<file path="config.mk">
export PLATFORM = sky130hd
export DESIGN_NAME = ser_rr_scheduler
export DESIGN_NICKNAME = d
export VERILOG_FILES = /design/src/rtl/ser_rr_scheduler.sv
export SDC_FILE = /design/constraint.sdc
export NUM_CORES = 1
export LEC_CHECK = 0
export ABC_AREA = 0
export CAP_MARGIN = 20
export CORE_ASPECT_RATIO = 1.2
export CORE_MARGIN = 5
export CORE_UTILIZATION = 36
export CTS_BUF_LIST = sky130_fd_sc_hd__clkbuf_4
export DETAILED_ROUTE_END_ITERATION = 8
export HOLD_SLACK_MARGIN = 0.15
export PLACE_DENSITY = 0.8
export RECOVER_POWER = 25
export SETUP_SLACK_MARGIN = 0.5
export SYNTH_ARGS = -nofsm -noshare
export SYNTH_HDL_FRONTEND = slang
export SYNTH_SLANG_ARGS = --single-unit
export TNS_END_PERCENT = 30
</file>
<file path="constraint.sdc">
create_clock -name clk -period 1.9 [get_ports clk]
set_input_delay 0.285 -clock clk [delete_from_list [all_inputs] [get_ports clk]]
set_output_delay 0.285 -clock clk [all_outputs]
set_load 0.005 [all_outputs]
</file>
<file path="src/rtl/ser_rr_scheduler.sv">
// Round-robin scheduler sharing one shift serializer between NCH word producers.
// Captures one word per grant, pulses the serializer load, and waits for its active window to close.
module ser_rr_scheduler #(
  parameter int unsigned NCH           = 4,
  parameter int unsigned LOG2NCH       = 2,
  parameter int unsigned FROM          = 8,
  parameter int unsigned START_TIMEOUT = 4
) (
  input  logic                  clk,
  input  logic                  reset_n,
  input  logic [NCH-1:0]        en_i,
  input  logic [NCH*FROM-1:0]   req_data_i,
  input  logic [NCH-1:0]        req_valid_i,
  output logic [NCH-1:0]        req_ready_o,
  output logic [FROM-1:0]       ser_data_o,
  output logic                  ser_valid_o,
  input  logic                  ser_active_i,
  output logic [LOG2NCH-1:0]    grant_id_o,
  output logic                  busy_o,
  output logic                  err_o
);

  localparam int unsigned CW = $clog2(START_TIMEOUT + 1);

  typedef enum logic [1:0] {ARB, LOAD, WAIT_START, WAIT_END} state_e;

  state_e              state_q, state_d;
  logic [LOG2NCH-1:0]  ptr_q, ptr_d;
  logic [LOG2NCH-1:0]  grant_q, grant_d;
  logic [FROM-1:0]     hold_q, hold_d;
  logic [CW-1:0]       cnt_q, cnt_d;
  logic                ser_valid_q, ser_valid_d;
  logic                err_q, err_d;

  logic [NCH-1:0]      eligible;
  logic [LOG2NCH-1:0]  win;
  logic [LOG2NCH-1:0]  cand;
  logic                found;

  // Rotating search: candidates visited ptr+1, ptr+2, ... wrapping, so the last winner goes last.
  always_comb begin
    eligible = req_valid_i & en_i;
    found    = 1'b0;
    win      = '0;
    cand     = '0;
    for (int unsigned k = 1; k <= NCH; k++) begin
      cand = LOG2NCH'((32'(ptr_q) + k) % NCH);
      if (!found && eligible[cand]) begin
        found = 1'b1;
        win   = cand;
      end
    end
  end

  always_comb begin
    state_d     = state_q;
    ptr_d       = ptr_q;
    grant_d     = grant_q;
    hold_d      = hold_q;
    cnt_d       = cnt_q;
    err_d       = err_q;
    ser_valid_d = 1'b0;
    req_ready_o = '0;
    unique case (state_q)
      ARB: begin
        if (found) begin
          req_ready_o[win] = 1'b1;
          hold_d           = req_data_i[32'(win)*FROM +: FROM];
          grant_d          = win;
          ptr_d            = win;
          ser_valid_d      = 1'b1;
          state_d          = LOAD;
        end
      end
      LOAD: begin
        cnt_d   = CW'(START_TIMEOUT);
        state_d = WAIT_START;
      end
      WAIT_START: begin
        if (ser_active_i) begin
          state_d = WAIT_END;
        end else begin
          cnt_d = cnt_q - CW'(1);
          // Serializer never started: drop the word and flag it permanently.
          if (cnt_q == CW'(1)) begin
            err_d   = 1'b1;
            state_d = ARB;
          end
        end
      end
      WAIT_END: begin
        if (!ser_active_i) state_d = ARB;
      end
      default: state_d = ARB;
    endcase
  end

  always_ff @(posedge clk or negedge reset_n) begin
    if (!reset_n) begin
      state_q     <= ARB;
      ptr_q       <= LOG2NCH'(NCH - 1);
      grant_q     <= '0;
      hold_q      <= '0;
      cnt_q       <= '0;
      ser_valid_q <= 1'b0;
      err_q       <= 1'b0;
    end else begin
      state_q     <= state_d;
      ptr_q       <= ptr_d;
      grant_q     <= grant_d;
      hold_q      <= hold_d;
      cnt_q       <= cnt_d;
      ser_valid_q <= ser_valid_d;
      err_q       <= err_d;
    end
  end

  assign ser_data_o  = hold_q;
  assign ser_valid_o = ser_valid_q;
  assign grant_id_o  = grant_q;
  assign busy_o      = (state_q != ARB);
  assign err_o       = err_q;

endmodule

</file>
# Yosys cells after proc, flatten, opt, wreduce, memory -nomap -nowiden
# Cells that the tools add are included.
# totals
inputBits,43
output_inout_bits,17
word_cells,72
register_bits,19
# op_classes
reduce_logical,14
magnitude_cmp,6
n_addsub,5
n_eq_ne,8
bitwise_logic,2
n_shift,1
n_mux,29
# op_table
operator,count
variable part select 32 x 6 -> 8 bit,1
2-to-1 mux 2 bit,8
< comparator 2 x 3 -> 1 bit (second input constant),5
2-to-1 mux 1 bit,11
binary-select mux 1 bit (select 2 bit),4
2-to-1 mux 4 bit,2
one-hot mux 2 bit (4 select lines),1
inequality test 2 bit (second input constant),3
one-hot mux 3 bit (2 select lines),1
AND reduction 3 bit,2
adder 2 x 1 -> 2 bit (second input constant),2
adder 2 bit (second input constant),2
bitwise AND 4 bit,1
== test 2 bit (second input constant),2
logical AND 1 bit,4
AND reduction 2 bit,2
nonzero test 2 bit,2
== test 3 x 1 -> 1 bit (second input constant),1
logical NOT 1 bit,3
2-to-1 mux 3 bit,1
inequality test 3 bit (second input constant),1
subtractor 3 x 1 -> 3 bit (second input constant),1
demux 1 bit (select 2 bit),1
== test 2 x 1 -> 1 bit (second input constant),1
3 further kinds,3

# Depth between registers and ports, before layout
# Gate-level depths: netlist of the first run.
# logic_depth
word_depth,19
depth_mapped,7
depth_no_buf,6

# Least setup slack after synthesis of the first run
# No wires, ideal clock.
# synth_path
path_type,reg2reg
from,register ptr_q[0]
to,register hold_q[6] (netlist: ser_data_o[6])
setup_ns,0.137
slack_ns,-0.053
t_required_ns,1.763
period_less_slack_ns,1.953
path_stages_with_launch,7
n_path_buf,1
t_arrival_ns,1.815
cell_sequence,dfstp_2 -> and3b_1 -> a311o_1 -> a32oi_2 -> buf_6 -> mux2i_1 -> o221ai_2
# synth_via
elab_chain_len,14
elab_cells_between_ends,28
cone_classes,4 x add/sub; 1 x shift; 16 x mux; 7 x reduce/logical
# synth_lines
element,line,rtl
from (decl),28,"logic [LOG2NCH-1:0] ptr_q, ptr_d;"
from (signal assigned),101,ptr_q <= LOG2NCH'(NCH - 1);
from (signal assigned),109,ptr_q <= ptr_d;
adder 2 x 1 -> 2 bit,47,cand = LOG2NCH'((32'(ptr_q) + k) % NCH);
binary-select mux 1 bit (select 2 bit),48,if (!found && eligible[cand]) begin
2-to-1 mux 1 bit (not written as such),48,
2-to-1 mux 1 bit,48,
logical NOT 1 bit,48,
logical AND 1 bit,48,
2-to-1 mux 1 bit,48,
logical NOT 1 bit,48,
logical AND 1 bit,48,
2-to-1 mux 1 bit,48,
logical NOT 1 bit,48,
logical AND 1 bit,48,
2-to-1 mux 2 bit or 2-to-1 mux 1 bit (tied branches),48,
variable part select 32 x 6 -> 8 bit or AND reduction 2 bit (tied branches),-,
to (signal assigned),111,hold_q <= hold_d;
to (decl),30,"logic [FROM-1:0] hold_q, hold_d;"
# Parallel ways exist; a longest one is shown, timed or not. The select of a mux whose other input is x is not followed.
# A chain may end at the register's enable or synchronous reset.

# Worst setup path in the final report of the first run
# layout_path
from,register ptr_q[0]
to,output port req_ready_o[0]
# layout_via
elab_chain_len,19
elab_cells_between_ends,33
cone_classes,4 x add/sub; 2 x order compare; 20 x mux; 7 x reduce/logical
# layout_lines
element,line,rtl
adder 2 x 1 -> 2 bit,47,
binary-select mux 1 bit (select 2 bit),48,
2-to-1 mux 1 bit (not written as such),48,
2-to-1 mux 1 bit,48,
logical NOT 1 bit,48,
logical AND 1 bit,48,
2-to-1 mux 1 bit,48,
logical NOT 1 bit,48,
(+3 left out),-,
logical AND 1 bit,48,
2-to-1 mux 2 bit,48,
< comparator 2 x 3 -> 1 bit (not written as such) or >= comparator 2 x 1 -> 1 bit (tied branches),67,req_ready_o[win] = 1'b1;
logical AND 1 bit (not written as such),67,
2-to-1 mux 1 bit (not written as such),67,
demux 1 bit (select 2 bit),67,
2-to-1 mux 4 bit *,66,if (found) begin
2-to-1 mux 4 bit *,64,unique case (state_q)
to (decl),14,"output logic [NCH-1:0] req_ready_o,"
# Every way passes the cells marked *; elsewhere a longest branch is shown, timed or not. The select of a mux whose other input is x is not followed.

==> metrics.cfg, run 1 <==
[floorplan]
die_h_um = 71.3
row_count = 22
start_util_pct = 37.2
dieWidth_um = 61.1
dieArea_um2 = 4360
pin_count = 60
fp.coreArea_um2 = 3030

[run]
maxCapViolations = 0

[power_and_ir_drop]
ir_drop_mv = 0.890
power.total_uw = 2220
leakagePower_uw = 0.000932
power.density_nw_per_um2 = 1130

[clocking]
clkLatencyLatePin_ns = 0.29
ctsHoldBuffers = 0
clock-root-buffer = clkbuf_4
cts.htree.levels = 1
clk_pin_slew_ns = 0.11
cts_buffers = 3
cts_tree = done
clockBufferDepth = 2
clock-sinks = 19

[cells_and_area]
final_cell_mix = clkdlybuf4s50_1 (40), buf_4 (21), nand2_1 (20)
final_common_cell = clkdlybuf4s50_1
finalNonFillerCells = 233
nNetsFinal = 243
regArea_um2 = 478
areaGrowthSynthToFinish_pct = 74.6
multi_input_area_um2 = 632
antenna_cells_inserted = 0
nFillCells = 262
layout-drive-gt1-share_pct = 25.9
finalInstanceArea_um2 = 1970

[timing]
hold_viol_final = 0
max_slew_margin_pct = 69.8
max_freq_ghz = 0.449
layout_min_cycle_time_ns = 2.23
final.setup.tns_ns = -2.86
fin_crit_sh_pct = 117
worstMarginPinSlew_ns = 0.451
layout_setup_ws_ns = -0.329
setup_viol = 12
rsz0062_at_grt = true
skew_ns = 0.0118
finalMaxSlewViolations = 0

[grt]
antenna_found_initial = 0
first_global_vias = 1295
grt_max_degree = 12
top_usage_layer = met2
grt_pass1_wl_um = 5550
grtUsageMet1_pct = 19.7
grt_overflow = 0
gr-usage-all-layers_pct = 16.3
met3_usage_pct = 3.60
use_met2_pct = 28.5

[min_path]
hp-class = input port to asynchronous set/reset pin

[logic_synthesis]
ys_seq_area_share_pct = 42.4
synth_edf_count = 0
syn_nets = 161
synth_async_sr_flop_share_pct = 100
netlist_area_um2 = 1130
yosys.cell_types.count = 29
avgSynthCellArea_um2 = 9.72
synth_top_flop_cell = dfrtp_1
ys.warnings.count = 0
synthCells = 116
synth-seq-cells = 19

[place]
port_buffers = 59
place_area_um2 = 1870
dp.cells = 224
place.gp.congestion = 0.842
hpwl_um = 2800
place_ws_ns = -0.534

[outcome]
status = complete, but fails checks
violations = negative setup slack

[critical_path]
worstSetupPathType = flip-flop to primary output
cp-start-kind = flip-flop
worst_setup_path_end_kind = primary output
crit_required_ns = 1.62
arrival_ns = 1.94
rr_worst_depth = 8
cp_max_fo = 2

[drt]
drtIter0Drc = 36
totalWireLength_um = 3480
drc = 0
antenna_left = 0
vias = 1201
drt_first_pass_iters = 4
wl_per_cell_um = 14.9
vias_per_cell = 5.15

==> cells by family (layout without fill, tap and decap cells) <==
family                     after synthesis  count (layout)  synth area share, %
AOI/OAI and AO/OA                       25              25                 18.2
adders and majority gates                2               2                 2.22
muxes                                   17              17                 15.1
and+or+nand+nor                         40              40                 16.1
buffers and inverters                   13              94                 5.99
DFF                                     19              19                 42.4
==> per-layer routing <==
layer	share of wire (%)	vias up
li1	-	579
met1	39	568
met2	53	50
met3	7.6	4
met4	1.0	0
met5	0	-
==> worst max-delay path: stages (launching register included) <==
cell	delay, ns
dfstp_2	0.55
and3b_1	0.19
a311o_1	0.29
a32oi_2	0.23
buf_4	0.17
inv_2	0.04
nor2_2	0.07
buf_2	0.12
==> cell type report <==
cell class | instances | area share (%)
timing repair buffer | 83 | 38.5
sequential | 19 | 24.3
multi-input combinational | 84 | 32.1
tap | 36 | 2.29
clock buffer | 4 | 1.53
inverter | 7 | 1.34
==> synthesized netlist by cell type (2+ instances only) <==
| library cell | instances | share of area [%] |
|---|---|---|
| and2_1 | 2 | 1.1 |
| dfstp_2 | 2 | 4.7 |
| nor2_1 | 9 | 3.0 |
| nor3b_1 | 2 | 1.3 |
| clkbuf_1 | 4 | 1.3 |
| nand2_1 | 22 | 7.3 |
| ha_1 | 2 | 2.2 |
| inv_1 | 7 | 2.3 |
| o221ai_1 | 8 | 6.2 |
| a22o_1 | 2 | 1.6 |
| a21oi_1 | 4 | 1.8 |
| dfrtp_1 | 17 | 38 |
| mux2i_1 | 17 | 15 |
| o21ai_0 | 2 | 0.89 |
| nand2b_1 | 2 | 1.1 |
==> path summary, 6_finish.rpt <==
check                          from             end  slack, ns
max                        ptr_q[0]  req_ready_o[0]      -0.33
min                         reset_n   grant_id_o[0]       0.36
max reg2reg                ptr_q[0]   ser_data_o[7]      -0.25
min reg2reg                   err_o           err_o       0.48
max in group asynchronous   reset_n   grant_id_o[1]       1.02
min in group clk              err_o           err_o       0.48
==> power by group <==
group	internal, uW	switching (uW)	total, uW
Clock	95.7	115	211
Combinational	727	589	1320
Sequential	592	105	696
Total	1410	809	2220
==> metrics by stage <==
step                      utilization, %  hold WS [ns]
after floorplan                        -       -0.0106
after global placement              61.9         0.450
after detailed placement            61.9         0.461
after CTS                           63.5         0.324
after global routing                65.0         0.421
final                               65.0         0.365
==> registers in the layout, indices dropped and copies added (netlist names) <==
signal / flops
state_q: 2
ser_valid_o: 1
ptr_q: 2
err_o: 1
cnt_q: 3
ser_data_o: 8
grant_id_o: 2
==> what timing repair did <==
item	CTS	global route
endpoints found under the setup margin	31	18
resized for setup	38	12
buffers inserted	3	2
pin swaps	8	8
(Power assumes the default switching activity.)
==> inputs of run 2 (changes only) <==
Settings changed: CORE_MARGIN 5 to 3.
==> run 2 against run 1 <==
Compared with the run above: the flow still finishes with violations (negative setup slack); highest routed layer unchanged; critical path depth up 3; non-clock buffer count up 4; largest power group unchanged; clock-buffer cell count down 1; final area up 4.6%; sequential share of layout area down 1.1 points.
==> metrics.cfg, run 2 (synthesis gave the netlist of run 1 again) <==
[place]
dp.cells = 221  ; was 224
hpwl_um = 2850  ; was 2800 um
port_buffers = 59  ; unchanged
place.gp.congestion = 0.844  ; was 0.842
place_ws_ns = -0.556  ; was -0.534 ns

[grt]
grt_max_degree = 20  ; was 12
grt_pass1_wl_um = 5960  ; was 5550 um
antenna_found_initial = 0  ; unchanged
gr-usage-all-layers_pct = 19.8  ; was 16.3%
grt_overflow = 0  ; unchanged
first_global_vias = 1290  ; was 1295

[drt]
wl_met3_um = 135  ; was 263 um
wl_per_cell_um = 17.3  ; was 14.9 um
met2_length_um = 2360  ; was 1840 um
vias = 1265  ; was 1201
vias_per_cell = 5.38  ; was 5.15
drt_first_pass_iters = 4  ; unchanged
totalWireLength_um = 4070  ; was 3480 um
topRoutingLayerUsed = met4  ; unchanged
antenna_left = 0  ; unchanged
wirelength_met1_um = 1440  ; was 1340 um
drtIter0Drc = 29  ; was 36
drc = 0  ; unchanged

[power_and_ir_drop]
p_clk_share_pct = 8.8  ; was 9.5%
ir_drop_mv = 0.733  ; was 0.890 mV
netSwitchingFraction_pct = 37.2  ; was 36.4%
power.density_nw_per_um2 = 1210  ; was 1130 nW/um2
p_switching_uw = 924  ; was 809 uW
p_int_uw = 1560  ; was 1410 uW
leakagePower_uw = 0.000947  ; was 0.000932 uW
seqPwrFrac_pct = 27.9  ; was 31.3%
power.total_uw = 2480  ; was 2220 uW
combPwrFrac_pct = 63.3  ; was 59.2%

[clocking]
clock-sinks = 19  ; unchanged
clockBufferDepth = 2  ; unchanged
clk_pin_slew_ns = 0.13  ; was 0.11 ns
clkLatencyLatePin_ns = 0.30  ; was 0.29 ns
cts_tree = done  ; unchanged
cts_buffers = 3  ; unchanged
cts.htree.levels = 1  ; unchanged
clock-root-buffer = clkbuf_4  ; unchanged

[cells_and_area]
antenna_cells_inserted = 0  ; unchanged
layout-drive-gt1-share_pct = 28.4  ; was 25.9%
nFillCells = 223  ; was 262
final_common_cell = clkdlybuf4s50_1  ; unchanged
areaGrowthSynthToFinish_pct = 82.6  ; was 74.6%
final_cell_mix = clkdlybuf4s50_1 (41), nand2_1 (21), buf_4 (18)  ; was clkdlybuf4s50_1 (40), buf_4 (21), nand2_1 (20)
nNetsFinal = 247  ; was 243
largest_reg_flops = 8  ; unchanged
finalNonFillerCells = 235  ; was 233

[timing]
setup_viol = 14  ; was 12
layout_setup_ws_ns = -0.329  ; about the same
fin_crit_sh_pct = 117  ; about the same
hold_ws_ns = 0.494  ; was 0.365 ns
max_slew_margin_pct = 27.5  ; was 69.8%
max_freq_ghz = 0.449  ; about the same
final.setup.tns_ns = -3.54  ; was -2.86 ns
worstMarginPinSlew_ns = 1.09  ; was 0.451 ns
finalMaxSlewViolations = 0  ; unchanged
hold_viol_final = 0  ; unchanged
skew_ns = 0.0105  ; was 0.0118 ns
rsz0062_at_grt = true  ; unchanged
layout_min_cycle_time_ns = 2.23  ; about the same

[critical_path]
r2r_start = ptr_q[0]  ; unchanged
arrival_ns = 2.40  ; was 1.94 ns
r2r-end = ser_data_o[5]  ; was ser_data_o[7]
rr_worst_depth = 10  ; was 8
worst_setup_path_end_kind = flip-flop  ; was primary output
cp-start-kind = flip-flop  ; unchanged
regToRegSetupSlack_ns = -0.33  ; was -0.25 ns
cp_max_fo = 4  ; was 2
crit_required_ns = 2.07  ; was 1.62 ns
worstSetupPathType = flip-flop to flip-flop  ; was flip-flop to primary output

[floorplan]
pin_count = 60  ; unchanged
row_count = 21  ; was 22
dieArea_um2 = 3840  ; was 4360 um2
dieWidth_um = 57.1  ; was 61.1 um
fp.coreArea_um2 = 2890  ; was 3030 um2
die_h_um = 67.3  ; was 71.3 um
start_util_pct = 39.0  ; was 37.2%

[outcome]
violations = negative setup slack  ; unchanged
status = complete, but fails checks  ; unchanged

[run]
maxCapViolations = 0  ; unchanged

[min_path]
holdPathStages = 2
min_to = err_o
hp-class = flip-flop to flip-flop  ; was input port to asynchronous set/reset pin
hold_path_startpoint = err_o

==> run 2: cell count changes in the layout (fill, tap and decap cells not counted), sizes merged <==
cell,delta
dlymetal6s2s,-1
buf,+4
clkinvlp,+1
clkbuf,-1
clkdlybuf4s50,+1
==> run 2: what timing repair did <==
item | CTS | global route
cloned | 1 | 0
resized for setup | 45 | 17
buffers inserted | 8 | 1
hold buffers | 0 | 0
pin swaps | 9 | 4
endpoints found under the setup margin | 29 | 17
==> run 2: power groups by stage <==
stage                     Sequential [uW]  Combinational (uW)  Clock, uW
final                                 693                1570        219
after global routing                  715                1680        246
after CTS                             689                1440        227
after detailed placement              700                1250          0
after global placement                687                1210          0
after floorplan                       703                 649          0
==> run 2: routing by layer <==
metal	global-route usage [%]	vias to the layer above
met5	0	-
met4	8.70	0
met3	2.68	10
met2	36.4	36
met1	22.7	628
li1	-	591
==> run 2: critical path, cell delays in order (launching register included) <==
cell	delay [ns]
dfstp_2	0.55
and3b_1	0.19
a311o_1	0.29
a32oi_2	0.20
buf_4	0.17
buf_6	0.10
buf_6	0.08
buf_6	0.08
buf_6	0.11
mux2i_1	0.18
o221ai_1	0.15
==> run 2: worst max-delay path by stage <==
stage	startpoint	end	slack, ns	cells after the start
2_1_floorplan	ptr_q[0]	ser_data_o[6]	0.02	6
3_3_place_gp	req_valid_i[1]	req_ready_o[2]	-0.50	7
3_5_place_dp	req_valid_i[1]	req_ready_o[0]	-0.56	7
4_1_cts	ptr_q[0]	req_ready_o[0]	-0.37	7
5_1_grt	ptr_q[0]	ser_data_o[5]	-0.46	10
6_report	ptr_q[0]	ser_data_o[5]	-0.33	10
==> run 2: stage by stage <==
step	cell area [um2]	utilization, %
global route	2060	71.2
finish	2060	71.2
detailed placement	1860	64.2
global placement	1860	64.2
CTS	1990	68.7
floorplan	1130	-
==> run 2: layout make-up <==
cell class,instances,area (um2),area share [%]
clock inverter,1,7.51,0.365
inverter,7,26.3,1.28
timing repair buffer,87,822,39.9
clock buffer,3,22.5,1.09
sequential,19,478,23.2
multi-input combinational,84,659,32.0
tap,34,42.5,2.07
==> RTL edit 1 (config.mk and constraints of run 2) <==
Reset style: synchronous (`reset_n`), changed in one clocked block.
--- a/src/rtl/ser_rr_scheduler.sv
+++ b/src/rtl/ser_rr_scheduler.sv
@@ -95,7 +95,7 @@
     endcase
   end
 
-  always_ff @(posedge clk or negedge reset_n) begin
+  always_ff @(posedge clk) begin
     if (!reset_n) begin
       state_q     <= ARB;
       ptr_q       <= LOG2NCH'(NCH - 1);
Behaviour: differs if reset_n is asserted again (counterexample within 4 cycles, from zero or initial values and one cycle with reset_n low); with reset_n held inactive, the same outputs for 4 cycles.
==> RTL edit 1 against run 2 <==
- the flow still finishes with violations (negative setup slack)
- area after synthesis fell by 6.1%
- synthesized cell count fell by 7.8%
- worst setup slack improved by 0.33 ns
- final cell count fell by 6.4%
- count of clock-buffer cells in the layout did not move
- via count fell by 6.6%
- design area fell by 5.1%
- wire length fell by 15%
- critical path depth fell by 2
- clock skew fell by 0.0075 ns
- sequential cell count did not move
- fmax rose by 17%
- critical endpoint is now ser_data_o[2]
Power is not compared: it rests on default switching activity, and its combinational part moved more than twofold at a synthesized area within 25%.
==> RTL edit 1: results (changes against run 2) <==
STATUS='finished with violations'  # unchanged
VIOLATIONS_IN_THE_FINAL_REPORTS='negative setup slack'  # unchanged
SHARE_OF_POST_ROUTE_CELLS_WITH_DRIVE_STRENGTH_ABOVE_1=0.337  # was 0.284
GRT_USAGE=0.204  # was 0.198
ROUTE.DETAILED.DRC=0  # unchanged
SEQCELLAREA_UM2=395  # was 478 µm²
POST_SYNTH_MAIN_AREA_CONTRIBUTORS='sky130_fd_sc_hd__dfxtp_1 36%, sky130_fd_sc_hd__mux4_2 17%, sky130_fd_sc_hd__a22o_1 7.4%'  # was sky130_fd_sc_hd__dfrtp_1 38%, sky130_fd_sc_hd__mux2i_1 15%, sky130_fd_sc_hd__nand2_1 7.3%
DRT_PASS1_ITERATIONS=5  # was 4
HPWLAFTERDP_MM=2.55  # was 2.85 mm
POST_SYNTH_MOST_FREQUENT_CELLS='19 x sky130_fd_sc_hd__dfxtp_1, 9 x sky130_fd_sc_hd__a22o_1, 9 x sky130_fd_sc_hd__nand2_1'  # was 22 x sky130_fd_sc_hd__nand2_1, 17 x sky130_fd_sc_hd__dfrtp_1, 17 x sky130_fd_sc_hd__mux2i_1
FILLER_CELL_COUNT=195  # was 223
SETUP_VIOLATIONS=1  # was 14
POST_SYNTH_FA_HA_MAJ_AREA_FRACTION=0.0236  # was 0.0222
GRT_START_MAX_NET_PINS=12  # was 20
GLOBALPLACE.CONGESTION=0.789  # was 0.844
SYNTH_FP_NETS=152  # was 161
LAYOUT.NETS=233  # was 247
SYNTH.AREA.MUX_SHARE=0.189  # was 0.151
SETUP_SLACK_AFTER_LAYOUT_NS=-0.000697  # was -0.329 ns
TIMING_WORST_SLEW_PIN_VALUE_NS=0.587  # was 1.09 ns
TIMING.CRITICAL_PATH.SLOWEST_CELL_DELAY_NS=0.38  # was 0.55 ns
CRIT_SLOWEST_CELL='sky130_fd_sc_hd__dfxtp_4'  # was sky130_fd_sc_hd__dfstp_2
SYNTH_CELL_TYPES=28  # was 29
DRT_WL_TOTAL_MM=3.46  # was 4.07 mm
DPL_CELL_AREA_UM2=1780  # was 1860 µm²
SYN-MEAN-INSTANCE-AREA_UM2=9.89  # was 9.72 µm²
ASYNC_FLOP_SHARE=0  # was 1.00
CLKSLEWWORSTSETUPHOLDPATHS_NS=0.11  # was 0.13 ns
GRT_OVERFLOW_TOTAL=0  # unchanged
AVGROUTEDWIREPERCELL_UM=15.7  # was 17.3 µm
DRT_ITER0_MARKERS=15  # was 29
SYNTH_COMPOUND_AREA_FRAC=0.214  # was 0.182
SYNTHESIS.YOSYS.WARNINGS=0  # unchanged
POST-SYNTH-TOP-COUNT-CELL='sky130_fd_sc_hd__dfxtp_1'  # was sky130_fd_sc_hd__nand2_1
WIRE_LENGTH_OF_THE_FIRST_GLOBAL_ROUTING_PASS_MM=5.76  # was 5.96 mm
VIAS=1182  # was 1,265
SEQ_AREA_FRAC_SYNTH=0.359  # was 0.424
CRIT_ARRIVAL_NS=2.11  # was 2.40 ns
PLACE_INST=207  # was 221
GRT_PASS1_VIAS=1267  # was 1,290
CLOCK_SKEWS_NS=0.00295  # was 0.0105 ns
==> RTL edit 1: worst max-delay path, delay by kind of cell (launching register included) <==
family / cells / cell delay [ns]
AOI/OAI and AO/OA: 3 / 0.56
buffers and inverters: 3 / 0.40
DFF: 1 / 0.38
muxes: 1 / 0.30
and+or+nand+nor: 1 / 0.17
==> RTL edit 1: per-stage QoR <==
step | total power [µW] | hold slack (ns) | setup slack, ns | TNS (ns)
6_report | 1290 | 0.495 | -0.000697 | -0.000697
5_1_grt | 1380 | 0.524 | -0.0759 | -0.472
4_1_cts | 1260 | 0.496 | 0.0271 | 0
3_5_place_dp | 1000 | 0.465 | -0.438 | -4.93
3_3_place_gp | 984 | 0.462 | -0.396 | -4.36
2_1_floorplan | 730 | 0.452 | 0.242 | 0
==> RTL edit 1: final timing paths <==
| check | depth (start not counted) | slack [ns] | start | endpoint |
|---|---|---|---|---|
| max | 8 | -0.0007 | ptr_q[0] | ser_data_o[2] |
| min | 2 | 0.50 | err_o | err_o |
| max reg2reg | 8 | -0.0007 | ptr_q[0] | ser_data_o[2] |
| min reg2reg | 2 | 0.50 | err_o | err_o |
==> RTL edit 1: kinds of logic (layout without fill, tap and decap cells) <==
group,after synthesis,after routing
AOI/OAI and AO/OA,31,31
muxes,10,10
and+or+nand+nor,35,35
buffers and inverters,10,90
adders and majority gates,2,2
DFF,19,19
==> RTL edit 1: power groups by stage <==
stage / sequential (µW) / clock (µW) / combinational [µW]
after floorplan: 494 / 0 / 236
after global placement: 492 / 0 / 493
after detailed placement: 494 / 0 / 509
after CTS: 484 / 215 / 566
after global routing: 499 / 244 / 638
final: 490 / 212 / 592
==> RTL edit 1: metal layers <==
| metal | share of wire | GRT usage | wire [µm] | vias up |
|---|---|---|---|---|
| met3 | 0.067 | 0.0452 | 232 | 13 |
| met5 | 0 | 0 | 0 | - |
| met1 | 0.35 | 0.203 | 1210 | 550 |
| met2 | 0.55 | 0.388 | 1890 | 61 |
| li1 | - | - | - | 558 |
| met4 | 0.036 | 0.112 | 123 | 0 |
==> RTL edit 1: area by class of cell <==
cell class / instances / area share
Timing Repair Buffer: 81 / 0.389
Multi-Input combinational cell: 78 / 0.363
Sequential cell: 19 / 0.202
Tap cell: 33 / 0.0211
Clock buffer: 3 / 0.0115
Inverter: 5 / 0.00961
Clock inverter: 1 / 0.00256
==> RTL edit 1: what timing repair did <==
action,CTS,global route
setup buffers,8,1
pin swaps,10,9
endpoints found under the setup margin,28,29
gates resized for setup,39,24
==> RTL edit 2 (flow settings as in run 2) <==
Without the edit above. The parameter `LOG2NCH` goes from 2 to 1.
--- a/src/rtl/ser_rr_scheduler.sv
+++ b/src/rtl/ser_rr_scheduler.sv
@@ -2,7 +2,7 @@
 // Captures one word per grant, pulses the serializer load, and waits for its active window to close.
 module ser_rr_scheduler #(
   parameter int unsigned NCH           = 4,
-  parameter int unsigned LOG2NCH       = 2,
+  parameter int unsigned LOG2NCH       = 1,
   parameter int unsigned FROM          = 8,
   parameter int unsigned START_TIMEOUT = 4
 ) (
Interface: changed (resized grant_id_o); port bits go from 60 to 59. No check against the original RTL was run, so the function may have changed too.
==> RTL edit 2 against run 2 <==
- area after synthesis is 27% lower
- global-route usage decreased by 3.8 points
- critical path depth fell by 6
- worst setup slack improved by 0.58 ns
- design area is 37% lower
- via count is 38% lower
- count of clock-buffer cells in the layout is 1 higher
- wire length fell by 47%
- power is 34% lower
- sequential cell count shrank 2
==> RTL edit 2: results (changes against run 2) <==
POST_SYNTH_FA_HA_MAJ_AREA_FRACTION=0.0303  # was 0.0222
REG2REG_SETUP_SLACK_NS=0.56  # was -0.33 ns
SEQ_AREA_FRAC_SYNTH=0.516  # was 0.424
STATUS='completed'  # was finished with violations
HOLD_PATH.CLASS='reg2reg'  # unchanged
CRIT_SLOWEST_CELL='sky130_fd_sc_hd__dfrtp_2'  # was sky130_fd_sc_hd__dfstp_2
WORST_R2R_ENDPOINT='ser_data_o[0]'  # was ser_data_o[5]
CRITICAL_R2R_LAUNCH='state_q[0]'  # was ptr_q[0]
SLEW-LIMIT-HEADROOM=0.391  # was 0.275
VDD_IR_DROP_MAX_V=0.000785  # was 0.000733 V
SHARE_OF_POST_ROUTE_CELLS_WITH_DRIVE_STRENGTH_ABOVE_1=0.178  # was 0.284
TIMING.REG2REG.WORST_PATH_DEPTH=6  # was 10
LAYOUT.NETS=164  # was 247
SYNTHESIS.YOSYS.WARNINGS=0  # unchanged
DRT_ITER0_MARKERS=11  # was 29
DRT_WL_TOTAL_MM=2.15  # was 4.07 mm
POST_SYNTH_MOST_FREQUENT_CELLS='16 x sky130_fd_sc_hd__dfrtp_1, 8 x sky130_fd_sc_hd__a21boi_0, 8 x sky130_fd_sc_hd__a221o_1'  # was 22 x sky130_fd_sc_hd__nand2_1, 17 x sky130_fd_sc_hd__dfrtp_1, 17 x sky130_fd_sc_hd__mux2i_1
SYNTH_CELL_TYPES=27  # was 29
GLOBALROUTEMET3UTIL=0.0633  # was 0.0268
GRT_START_MAX_NET_PINS=18  # was 20
WIRE_LENGTH_OF_THE_FIRST_GLOBAL_ROUTING_PASS_MM=3.55  # was 5.96 mm
SYNTH.AREA.MUX_SHARE=0  # was 0.151
TIMING.CRITICAL_PATH.FANOUT_MAX=3  # was 4
POST_DRT_VIA_CELL_RATIO=5.32  # was 5.38
FILLER_CELL_COUNT=181  # was 223
GRT.MET1_USAGE=0.152  # was 0.227
SYNTH_COMPOUND_AREA_FRAC=0.309  # was 0.182
IO_BUFFERS=36  # was 59
CLKSLEWWORSTSETUPHOLDPATHS_NS=0.10  # was 0.13 ns
GLOBALPLACE.CONGESTION=0.800  # was 0.844
GRT_USAGE=0.160  # was 0.198
START_KIND='register'  # unchanged
POWER_LEAKAGE_uW=0.000584  # was 0.000947 µW
HPWLAFTERDP_MM=1.67  # was 2.85 mm
CRITPATHCAPTURE='req_ready_o[0]'  # was ser_data_o[5]
POST_SYNTH_MAIN_AREA_CONTRIBUTORS='sky130_fd_sc_hd__dfrtp_1 48%, sky130_fd_sc_hd__a221o_1 9.7%, sky130_fd_sc_hd__a21boi_0 7.3%'  # was sky130_fd_sc_hd__dfrtp_1 38%, sky130_fd_sc_hd__mux2i_1 15%, sky130_fd_sc_hd__nand2_1 7.3%
CRIT_ARRIVAL_NS=1.36  # was 2.40 ns
TIMING.CRITICAL_PATH.SLOWEST_CELL_DELAY_NS=0.43  # was 0.55 ns
CTS.PATH.MAX_BUFFERS=2  # unchanged
CLOCK_SKEWS_NS=0.00365  # was 0.0105 ns
-- RTL edit 2: final cells by class --
| type | instances | area [µm²] | area share |
|---|---|---|---|
| Clock buffer | 4 | 30.0 | 0.0233 |
| Multi-Input combinational cell | 44 | 344 | 0.266 |
| Timing Repair Buffer | 45 | 422 | 0.327 |
| Tap cell | 30 | 37.5 | 0.0291 |
| Sequential cell | 17 | 428 | 0.331 |
| Inverter | 8 | 30.0 | 0.0233 |
-- RTL edit 2: worst max-delay path, delay by kind of cell (launching register included) --
kind	cells	cell delay (ns)
compound gates	1	0.24
buf+inv	2	0.25
flops	1	0.43
simple gates	1	0.15
-- RTL edit 2: logic make-up after synthesis --
logic type / count (synthesis)
AOI/OAI and AO/OA: 31
adders and majority gates: 2
buffers and inverters: 13
DFF: 17
other: 1
and+or+nand+nor: 9
-- RTL edit 2: timing repair --
action                                 CTS  global route
pin swaps                                3             2
buffers inserted                         2             1
endpoints found under the hold margin    0             0
resized for setup                       13             4
setup endpoints to repair               22            21
-- RTL edit 2: per-stage QoR --
stage / setup WS [ns] / hold slack, ns / std cells
CTS: 0.260 / 0.306 / 147
finish: 0.255 / 0.480 / 148
floorplan: 0.552 / -0.0106 / 74
detailed placement: -0.0596 / 0.463 / 141
global route: 0.211 / 0.515 / 148
global placement: -0.0384 / 0.454 / 141
-- RTL edit 2: per-layer routing --
metal,vias up,part of all wire
met5,-,0
met4,0,0.024
met3,7,0.093
met2,36,0.52
met1,383,0.36
li1,362,-
-- RTL edit 2: report_power, final --
group	leakage (µW)	internal [µW]	switching [µW]
logic	0.000360	478	315
clock network	0.0000184	95.9	110
registers	0.000206	526	103
